==> config.mk <==
export PLATFORM = sky130hd
export DESIGN_NAME = pipe_hazard_ctrl_flat
export DESIGN_NICKNAME = d
export VERILOG_FILES = /design/src/rtl/pipe_hazard_ctrl_if.sv /design/src/rtl/pipe_hazard_ctrl.sv /design/src/flat_wrapper.sv
export SDC_FILE = /design/constraint.sdc
export NUM_CORES = 1
export LEC_CHECK = 0
export ABC_AREA = 1
export CORE_ASPECT_RATIO = 1.2
export CORE_MARGIN = 2
export CORE_UTILIZATION = 32
export CTS_CLUSTER_DIAMETER = 80
export DETAILED_ROUTE_END_ITERATION = 6
export RECOVER_POWER = 100
export SLEW_MARGIN = 10
export SYNTH_ARGS = -nofsm -noshare
export SYNTH_HDL_FRONTEND = slang
export SYNTH_SLANG_ARGS = --single-unit
==> constraint.sdc <==
create_clock -name clk -period 2.1 [get_ports clk]
set_input_delay 0.21 -clock clk [delete_from_list [all_inputs] [get_ports clk]]
set_output_delay 0.21 -clock clk [all_outputs]
set_load 0.01 [all_outputs]
==> src/rtl/pipe_hazard_ctrl_if.sv <==
// Hazard-control bundle between the ID/EX/memory stages and pipe_hazard_ctrl.
// master: the pipeline side that reports hazard sources and consumes controls.
// slave : the hazard controller itself.
interface pipe_hazard_ctrl_if #(
    parameter int REG_AW = 3
);
    logic [REG_AW-1:0] id_rs;
    logic [REG_AW-1:0] id_rt;
    logic              id_uses_rt;
    logic              ex_mem_read;
    logic [REG_AW-1:0] ex_rd;
    logic              branch_taken;
    logic              imem_ready;
    logic              dmem_busy;

    logic              pc_write;
    logic              stall_ifid;
    logic              flush_ifid;
    logic              bubble_idex;
    logic              stall_idex;
    logic              stall_exmem;
    logic [1:0]        state_o;
    logic              timeout_err;
    logic [15:0]       perf_stall_cnt;
    logic [15:0]       perf_flush_cnt;

    modport master (
        output id_rs, id_rt, id_uses_rt, ex_mem_read, ex_rd,
               branch_taken, imem_ready, dmem_busy,
        input  pc_write, stall_ifid, flush_ifid, bubble_idex, stall_idex,
               stall_exmem, state_o, timeout_err, perf_stall_cnt, perf_flush_cnt
    );

    modport slave (
        input  id_rs, id_rt, id_uses_rt, ex_mem_read, ex_rd,
               branch_taken, imem_ready, dmem_busy,
        output pc_write, stall_ifid, flush_ifid, bubble_idex, stall_idex,
               stall_exmem, state_o, timeout_err, perf_stall_cnt, perf_flush_cnt
    );
endinterface

==> src/rtl/pipe_hazard_ctrl.sv <==
// pipe_hazard_ctrl: IF/ID and ID/EX sequencer for the 19-bit-instruction core.
// Handles load-use stalls, taken-branch flushes, fetch not-ready and data-memory
// busy waits with a RUN / FLUSH / DMEM_WAIT FSM and a sticky wait timeout.
// Optional feature macro: PERF_CNT_EN (saturating 16-bit stall/flush counters).
// Outputs are Mealy: decoded from the registered state and the current inputs.
module pipe_hazard_ctrl #(
    parameter int REG_AW       = 3,
    parameter int FLUSH_CYCLES = 1,
    parameter int TIMEOUT      = 255
) (
    input  logic             clk,
    input  logic             rst,
    pipe_hazard_ctrl_if.slave bus
);

    localparam logic [1:0]  ST_RUN       = 2'd0;
    localparam logic [1:0]  ST_FLUSH     = 2'd1;
    localparam logic [1:0]  ST_DMEM_WAIT = 2'd2;

    localparam logic [3:0]  FLUSH_LOAD  = 4'(FLUSH_CYCLES - 1);
    localparam logic [15:0] TIMEOUT_VAL = 16'(TIMEOUT);

    logic [1:0]        r_state;
    logic [3:0]        r_flush_cnt;
    logic [15:0]       r_wait_cnt;
    logic              r_timeout_err;

    logic [1:0]        w_state_next;
    logic [3:0]        w_flush_cnt_next;
    logic [15:0]       w_wait_cnt_next;
    logic              w_timeout_next;
    logic              w_run_decode;

    logic              w_pc_write;
    logic              w_stall_ifid;
    logic              w_flush_ifid;
    logic              w_bubble_idex;
    logic              w_stall_idex;
    logic              w_stall_exmem;

    logic [REG_AW-1:0] w_id_rs;
    logic [REG_AW-1:0] w_id_rt;
    logic [REG_AW-1:0] w_ex_rd;
    logic              w_load_use;

    assign w_id_rs = bus.id_rs;
    assign w_id_rt = bus.id_rt;
    assign w_ex_rd = bus.ex_rd;

    // R0 is hardwired zero, so a load targeting it can never create a hazard.
    assign w_load_use = bus.ex_mem_read && (w_ex_rd != '0) &&
                        ((w_ex_rd == w_id_rs) || (bus.id_uses_rt && (w_ex_rd == w_id_rt)));

    // Output decode and next-state / next-counter computation.
    always_comb begin
        w_pc_write       = 1'b1;
        w_stall_ifid     = 1'b0;
        w_flush_ifid     = 1'b0;
        w_bubble_idex    = 1'b0;
        w_stall_idex     = 1'b0;
        w_stall_exmem    = 1'b0;
        w_state_next     = r_state;
        w_flush_cnt_next = r_flush_cnt;
        w_wait_cnt_next  = r_wait_cnt;
        w_timeout_next   = r_timeout_err;
        w_run_decode     = 1'b0;

        case (r_state)
            ST_FLUSH: begin
                if (bus.dmem_busy) begin
                    // Freeze the whole pipe; the flush resumes once memory is free.
                    w_pc_write    = 1'b0;
                    w_stall_ifid  = 1'b1;
                    w_stall_idex  = 1'b1;
                    w_stall_exmem = 1'b1;
                end else begin
                    w_flush_ifid  = 1'b1;
                    w_bubble_idex = 1'b1;
                    if (bus.branch_taken) begin
                        w_flush_cnt_next = FLUSH_LOAD;
                    end else if (r_flush_cnt <= 4'd1) begin
                        w_state_next     = ST_RUN;
                        w_flush_cnt_next = 4'd0;
                    end else begin
                        w_flush_cnt_next = r_flush_cnt - 4'd1;
                    end
                end
            end
            ST_DMEM_WAIT: begin
                if (bus.dmem_busy) begin
                    w_pc_write    = 1'b0;
                    w_stall_ifid  = 1'b1;
                    w_stall_idex  = 1'b1;
                    w_stall_exmem = 1'b1;
                    if (r_wait_cnt < TIMEOUT_VAL) begin
                        w_wait_cnt_next = r_wait_cnt + 16'd1;
                    end
                    if (r_wait_cnt == TIMEOUT_VAL) begin
                        w_timeout_next = 1'b1;
                    end
                end else begin
                    // Memory finished: this cycle already behaves as a RUN cycle.
                    w_run_decode    = 1'b1;
                    w_wait_cnt_next = 16'd0;
                end
            end
            default: begin
                w_run_decode = 1'b1;
            end
        endcase

        if (w_run_decode) begin
            w_state_next = ST_RUN;
            if (bus.dmem_busy) begin
                w_pc_write      = 1'b0;
                w_stall_ifid    = 1'b1;
                w_stall_idex    = 1'b1;
                w_stall_exmem   = 1'b1;
                w_state_next    = ST_DMEM_WAIT;
                w_wait_cnt_next = 16'd1;
            end else if (bus.branch_taken) begin
                // Branch beats load-use: the instruction carrying the hazard is flushed.
                w_pc_write    = 1'b1;
                w_flush_ifid  = 1'b1;
                w_bubble_idex = 1'b1;
                if (FLUSH_CYCLES > 1) begin
                    w_state_next     = ST_FLUSH;
                    w_flush_cnt_next = FLUSH_LOAD;
                end
            end else if (w_load_use) begin
                w_pc_write    = 1'b0;
                w_stall_ifid  = 1'b1;
                w_bubble_idex = 1'b1;
            end else if (!bus.imem_ready) begin
                w_pc_write   = 1'b0;
                w_flush_ifid = 1'b1;
            end
        end
    end

    // FSM state, flush/wait counters and sticky timeout flag.
    always_ff @(posedge clk or posedge rst) begin
        if (rst) begin
            r_state       <= ST_RUN;
            r_flush_cnt   <= 4'd0;
            r_wait_cnt    <= 16'd0;
            r_timeout_err <= 1'b0;
        end else begin
            r_state       <= w_state_next;
            r_flush_cnt   <= w_flush_cnt_next;
            r_wait_cnt    <= w_wait_cnt_next;
            r_timeout_err <= w_timeout_next;
        end
    end

    assign bus.pc_write    = w_pc_write;
    assign bus.stall_ifid  = w_stall_ifid;
    assign bus.flush_ifid  = w_flush_ifid;
    assign bus.bubble_idex = w_bubble_idex;
    assign bus.stall_idex  = w_stall_idex;
    assign bus.stall_exmem = w_stall_exmem;
    assign bus.state_o     = r_state;
    assign bus.timeout_err = r_timeout_err;

`ifdef PERF_CNT_EN
    logic [15:0] r_perf_stall_cnt;
    logic [15:0] r_perf_flush_cnt;

    // Saturating event counters for IF/ID stall and flush cycles.
    always_ff @(posedge clk or posedge rst) begin
        if (rst) begin
            r_perf_stall_cnt <= 16'h0000;
            r_perf_flush_cnt <= 16'h0000;
        end else begin
            if (w_stall_ifid && (r_perf_stall_cnt != 16'hFFFF)) begin
                r_perf_stall_cnt <= r_perf_stall_cnt + 16'd1;
            end
            if (w_flush_ifid && (r_perf_flush_cnt != 16'hFFFF)) begin
                r_perf_flush_cnt <= r_perf_flush_cnt + 16'd1;
            end
        end
    end

    assign bus.perf_stall_cnt = r_perf_stall_cnt;
    assign bus.perf_flush_cnt = r_perf_flush_cnt;
`else
    assign bus.perf_stall_cnt = 16'h0000;
    assign bus.perf_flush_cnt = 16'h0000;
`endif

endmodule

==> src/flat_wrapper.sv <==
// flat-port wrapper written by rule: the top's interface ports become plain ports
module pipe_hazard_ctrl_flat 
#(
    parameter int REG_AW       = 3,
    parameter int FLUSH_CYCLES = 1,
    parameter int TIMEOUT      = 255
)
  (clk, rst, bus_id_rs, bus_id_rt, bus_id_uses_rt, bus_ex_mem_read, bus_ex_rd, bus_branch_taken, bus_imem_ready, bus_dmem_busy, bus_pc_write, bus_stall_ifid, bus_flush_ifid, bus_bubble_idex, bus_stall_idex, bus_stall_exmem, bus_state_o, bus_timeout_err, bus_perf_stall_cnt, bus_perf_flush_cnt);
  pipe_hazard_ctrl_if #(.REG_AW(REG_AW)) bus_i ();
  input  logic clk;
  input  logic rst;
  input wire logic [$bits(bus_i.id_rs)-1:0] bus_id_rs;
  input wire logic [$bits(bus_i.id_rt)-1:0] bus_id_rt;
  input wire logic [$bits(bus_i.id_uses_rt)-1:0] bus_id_uses_rt;
  input wire logic [$bits(bus_i.ex_mem_read)-1:0] bus_ex_mem_read;
  input wire logic [$bits(bus_i.ex_rd)-1:0] bus_ex_rd;
  input wire logic [$bits(bus_i.branch_taken)-1:0] bus_branch_taken;
  input wire logic [$bits(bus_i.imem_ready)-1:0] bus_imem_ready;
  input wire logic [$bits(bus_i.dmem_busy)-1:0] bus_dmem_busy;
  output wire logic [$bits(bus_i.pc_write)-1:0] bus_pc_write;
  output wire logic [$bits(bus_i.stall_ifid)-1:0] bus_stall_ifid;
  output wire logic [$bits(bus_i.flush_ifid)-1:0] bus_flush_ifid;
  output wire logic [$bits(bus_i.bubble_idex)-1:0] bus_bubble_idex;
  output wire logic [$bits(bus_i.stall_idex)-1:0] bus_stall_idex;
  output wire logic [$bits(bus_i.stall_exmem)-1:0] bus_stall_exmem;
  output wire logic [$bits(bus_i.state_o)-1:0] bus_state_o;
  output wire logic [$bits(bus_i.timeout_err)-1:0] bus_timeout_err;
  output wire logic [$bits(bus_i.perf_stall_cnt)-1:0] bus_perf_stall_cnt;
  output wire logic [$bits(bus_i.perf_flush_cnt)-1:0] bus_perf_flush_cnt;
  assign bus_i.id_rs = bus_id_rs;
  assign bus_i.id_rt = bus_id_rt;
  assign bus_i.id_uses_rt = bus_id_uses_rt;
  assign bus_i.ex_mem_read = bus_ex_mem_read;
  assign bus_i.ex_rd = bus_ex_rd;
  assign bus_i.branch_taken = bus_branch_taken;
  assign bus_i.imem_ready = bus_imem_ready;
  assign bus_i.dmem_busy = bus_dmem_busy;
  assign bus_pc_write = bus_i.pc_write;
  assign bus_stall_ifid = bus_i.stall_ifid;
  assign bus_flush_ifid = bus_i.flush_ifid;
  assign bus_bubble_idex = bus_i.bubble_idex;
  assign bus_stall_idex = bus_i.stall_idex;
  assign bus_stall_exmem = bus_i.stall_exmem;
  assign bus_state_o = bus_i.state_o;
  assign bus_timeout_err = bus_i.timeout_err;
  assign bus_perf_stall_cnt = bus_i.perf_stall_cnt;
  assign bus_perf_flush_cnt = bus_i.perf_flush_cnt;
  pipe_hazard_ctrl #(.REG_AW(REG_AW), .FLUSH_CYCLES(FLUSH_CYCLES), .TIMEOUT(TIMEOUT)) u_core (.clk(clk), .rst(rst), .bus(bus_i));
endmodule
Word-level counts from Yosys, hierarchy flattened:

Cells that the tools add are included.
W data, S select, Z words.

* register bits after elaboration: 23
* output and inout port bits: 41
* word-level logic and storage cells: 66

* add/subtract/negate cells: 2
* $lt $le $gt $ge: 2
* equality and inequality tests: 7
* mux-type cells: 39
* bitwise gates (word level): 1
* reduce and logical (&&, ||, !) cells: 11

Operator list (count)
* $mux W16: 5
* $mux W1: 25
* $add A16 B1 Y16 const B: 1
* $eq A16 B8 Y1 const B: 1
* $lt A16 B8 Y1 const B: 1
* $mux W2: 6
* $mux W4: 2
* $eq A3 B3 Y1: 2
* $le A4 B1 Y1 const B: 1
* $ne A2 B1 Y1 const B: 2
* $reduce_and A4 Y1: 1
* $reduce_bool A2 Y1: 2
* $sub A4 B1 Y4 const B: 1
* $logic_and A1 B1 Y1: 3
* $reduce_and A3 Y1: 1
* $reduce_bool A3 Y1: 1
* $eq A2 B1 Y1 const B: 1
* $eq A2 B2 Y1 const B: 1
* $pmux W1 S2: 1
* $reduce_and A2 Y1: 1
* $reduce_or A2 Y1: 1
* $logic_or A1 B1 Y1: 1
* $not A1 Y1: 1

Logic depth before layout (Yosys ltp):

* depth after elaboration: 8
* depth in mapped cells: 10
* depth with buffers taken out: 10

Worst setup path before layout:

OpenSTA, ideal clock, no wires.

* path kind: flip-flop to flip-flop
* start: reg u_core.r_wait_cnt[0]
* end: reg u_core.r_wait_cnt[5]
* library setup time: 0.118 ns
* data arrival time: 1.180 ns
* required time: 1.982 ns
* path slack: 0.802 ns
* stages on the path, launching flop included: 10
* period minus slack after synthesis: 1.298 ns
* cell sequence: dfrtp_1 > ha_1 > nand3_1 > inv_1 > nand2_2 > nand2_4 > inv_4 > nand2_2 > nor2_1 > nor2_2

* cells in the longest elaborated chain, start to end: 6
* elaborated cells between the ends (all ways): 7
* classes of those cells: add/sub: 1; order compare: 1; mux: 5

RTL lines
* start: declaration: line pipe_hazard_ctrl.sv:25 `logic [15:0] r_wait_cnt;`
* start signal: assignment: line pipe_hazard_ctrl.sv:151 `r_wait_cnt <= w_wait_cnt_next;`
* $add A16 B1 Y16 / $lt A16 B8 Y1 (equally long branches): line pipe_hazard_ctrl.sv:96, pipe_hazard_ctrl.sv:95
* $mux W16 (*): line pipe_hazard_ctrl.sv:95 `if (r_wait_cnt < TIMEOUT_VAL) begin`
* $mux W16 (*): line pipe_hazard_ctrl.sv:90 `if (bus.dmem_busy) begin`
* $mux W16 (*): line pipe_hazard_ctrl.sv:68 `case (r_state)`
* $mux W16: line pipe_hazard_ctrl.sv:114 `if (bus.dmem_busy) begin`
* $mux W16 (*): line pipe_hazard_ctrl.sv:112 `if (w_run_decode) begin`
* named net u_core.w_wait_cnt_next[5]: line pipe_hazard_ctrl.sv:30 `logic [15:0] w_wait_cnt_next;`

The timed path passes the listed nets; every way through them passes the cells marked *.
A chain may end at the register's enable or synchronous reset.

Final worst setup path:

* start: in bus_dmem_busy
* end: out bus_stall_idex

* cells in the longest elaborated chain, start to end: 4
* elaborated cells between the ends (all ways): 6
* classes of those cells: mux: 6

RTL lines
* start: declaration: line flat_wrapper.sv:19 `input wire logic [$bits(bus_i.dmem_busy)-1:0] bus_dmem_busy;`
* $mux W1: line pipe_hazard_ctrl.sv:70, pipe_hazard_ctrl.sv:90
* $mux W1
* $mux W1: line pipe_hazard_ctrl.sv:114
* $mux W1 (*): line pipe_hazard_ctrl.sv:112
* end: declaration: line flat_wrapper.sv:24 `output wire logic [$bits(bus_i.stall_idex)-1:0] bus_stall_idex;`

Mark *: on every way between the ends. The rest lies on a longest branch, timed or not.

==> impl_metrics.ini <==
[outcome]
status = finished, final reports clean

[pwr]
max-vdd-ir-drop_mv = 0.4272
p_sw_mw = 0.2231
p_int_mw = 0.5767
p_clk_frac = 0.370
p_sw_frac = 0.2789
pwr-share-seq = 0.451
powerDensity_nw_per_um2 = 517.1
p_leak_nw = 0.8513
combPwrFrac = 0.179

[min_path]
hp-class = register to register

[floorplan]
ios = 57
die_width_um = 63.13
core_sq_um = 3973
die_area_sq_um = 4732
start_util = 0.3380
placementRows = 25
die_h_um = 74.96

[synthesis]
synth_warnings = 0
synthCells = 188
ys.flop_type = dfrtp_1
netlist_area_sq_um = 1343
synth.distinct_cells = 25
yosysSeqAreaShare = 0.3355
avgSynthCellArea_sq_um = 7.141
netlist.area_leader.share = 0.3355
synth_top_area_cell = dfrtp_1
ys_top_cells_by_area = dfrtp_1 34%, buf_4 20%, nand2_1 12%
synth_edf_count = 0
synthArstFlopShare = 1.000
ys_ff_latch = 18

[routing]
vias = 1022
drc = 0
routed_wl_mm = 2.433
drtIter0Drc = 19
first_pass_iters = 4
wl_per_cell_um = 9.147
viasPerCell = 3.842
ant_nets = 0

[sta]
clock_skew_ns = 0.007496
min_period_ns = 1.840
tightest_slew_ns = 0.6888
rsz0062_at_grt = false
finalSetupViolCount = 0
maxSlewViolCount = 0
hold_viol = 0
fmax_ghz = 0.5435
fin_crit_sh = 0.8762
slew_headroom = 0.5403

[clocking]
cts_root_buf = clkbuf_8
clock_latency_ns = 0.27
cts_hold_buf = 0
clkTransAtPathRegs_ns = 0.07
clk_path_buf_depth = 2
clock_sinks = 18
cts_tree = done
numCtsBuffers = 3
ctsHtreeMaxLevel = 1
post_cts_buffers = 0

[global_route]
grt.overflow.total = 0
grt_max_degree = 19
track_usage = 0.1124
busiest_layer = met2
antenna_found_initial = 0
grt_pass1_wl_mm = 4.050
grt_pass1_vias = 896
grtUsageMet2 = 0.1950
gr-usage-met1 = 0.1306
gr-usage-met3 = 0.02242

[placement]
placed_area_sq_um = 1505
io_buffers = 23
gp_congestion = 0.7967
placedCellCount = 262
dp_hpwl_mm = 1.847

[setup_path]
max_stage_delay_ns = 0.62
timing.critical_path.buf_inv = 3
path_cells = dlygate4sd3_1 > buf_4 > dlygate4sd3_1
crit_path_top_delay_cell = dlygate4sd3_1
critPathRequiredTime_ns = 1.89
endpoint_kind = output pin
start_kind = input port
crit_top_cell = dlygate4sd3_1
path_max_fanout = 9
critPathKind = input port to output pin
critical_path.top_delay_family = buffers and inverters
crit_arrival_ns = 1.63

[final_layout]
nets = 230
drive_gt1_frac = 0.07075
diodes = 0
fin_area_sq_um = 1546
area_growth_pct = 15.19
layoutNonFillerInstCount = 266
n_fill_cell = 428

[flow_run]
cap_viol_max_count = 0
## final timing paths
kind	startpoint	end	slack, ns	depth (start not counted)
setup / recovery	bus_dmem_busy	bus_stall_idex	0.26	3
max in group asynchronous	rst	u_core.r_wait_cnt[6]$_DFF_PP0_	1.17	2
hold reg to reg	u_core.bus.timeout_err$_DFFE_PP0P_	u_core.bus.timeout_err$_DFFE_PP0P_	0.46	1
hold / removal	u_core.bus.timeout_err$_DFFE_PP0P_	u_core.bus.timeout_err$_DFFE_PP0P_	0.46	1
min in group asynchronous	rst	u_core.bus.state_o[1]$_DFFE_PP0P_	0.49	2
setup reg to reg	u_core.r_wait_cnt[0]$_DFF_PP0_	u_core.r_wait_cnt[5]$_DFF_PP0_	0.53	9
## synthesized netlist by cell type (all sizes together), types with 2 or more instances
master   n
a21oi    4
buf     35
clkbuf   2
dfrtp   18
inv     30
nand2   46
nand3    9
nand4    3
nor2    28
xnor2    4
## layout by cell type, fill, tap and decap left out, drive strengths merged
| master | count |
|---|---|
| a21oi | 4 |
| buf | 1 |
| clkbuf | 6 |
| clkdlybuf4s50 | 10 |
| conb | 33 |
| dfrtp | 18 |
| dlygate4sd2 | 1 |
| dlygate4sd3 | 7 |
| dlymetal6s2s | 4 |
| ha | 1 |
| inv | 30 |
| nand2 | 46 |
| nand3 | 9 |
| nand3b | 1 |
| nand4 | 3 |
| nor2 | 28 |
| nor3b | 1 |
| nor4 | 1 |
| o211ai | 1 |
| o21ai | 1 |
| o31a | 1 |
| or2 | 1 |
| xnor2 | 4 |
## sequential cells by signal, summed over array words and instances, names as in the netlist
name                    cells
u_core.r_wait_cnt          16
u_core.bus.state_o          1
u_core.bus.timeout_err      1
## worst reg2reg max path, cell delays in order, from the launching register on
cell and delay [ns]:
dfrtp_1 0.41, ha_1 0.23, nand3_1 0.10, inv_1 0.04
nand2_1 0.10, nand2_1 0.18, inv_4 0.14, nand2_1 0.07
nor2_1 0.12, nor2_2 0.05
## metrics by stage
step	TNS [ns]	setup slack [ns]	power [mW]	util	hold WS [ns]
3_3_place_gp	-0.006045	-0.004491	0.5169	0.3789	0.4598
6_report	0	0.2599	0.7997	0.3893	0.4643
4_1_cts	0	0.03571	0.8129	0.3924	0.3872
5_1_grt	0	0.1948	0.8376	0.3893	0.4854
3_5_place_dp	-0.01777	-0.01657	0.5179	0.3789	0.4543
2_1_floorplan	0	0.8024	0.5013	-	0.1486
## metal layers
| layer | vias up | share of wire |
|---|---|---|
| li1 | 544 | - |
| met1 | 444 | 0.43 |
| met2 | 29 | 0.50 |
| met3 | 5 | 0.045 |
| met4 | 0 | 0.024 |
| met5 | - | 0 |
## cell type report
cell class | count | area, sq um | share of cell area
repair buffers | 25 | 244.0 | 0.1578
inverters | 30 | 115.1 | 0.07443
multi-input cells | 135 | 614.3 | 0.3972
clock buffers | 4 | 55.05 | 0.03560
well taps | 54 | 67.56 | 0.04369
flip-flops and latches | 18 | 450.4 | 0.2913
## power groups by stage
stage          clock network (mW)  registers (mW)  logic (mW)
6_report                    0.296           0.360       0.143
4_1_cts                     0.302           0.360       0.151
3_5_place_dp                    0           0.367       0.151
5_1_grt                     0.315           0.361       0.162
2_1_floorplan                   0           0.366       0.135
3_3_place_gp                    0           0.367       0.150
## timing repair
| action | CTS | global route |
|---|---|---|
| hold endpoints to repair | 0 | 0 |
| pin swaps | 0 | 0 |
| setup endpoints to repair | 2 | 4 |
| resized for setup | 1 | 5 |
## cell families after synthesis
| family | synth area share |
|---|---|
| buffers and inverters | 0.2871 |
| other | 0.002793 |
| AO/OA/AOI/OAI | 0.03076 |
| adder cells (fa/ha/maj) | 0.009318 |
| flip-flops | 0.3355 |
| AND/OR/NAND/NOR | 0.3085 |
| XOR/XNOR | 0.02609 |
No activity file was read; power rests on OpenSTA's default activity.
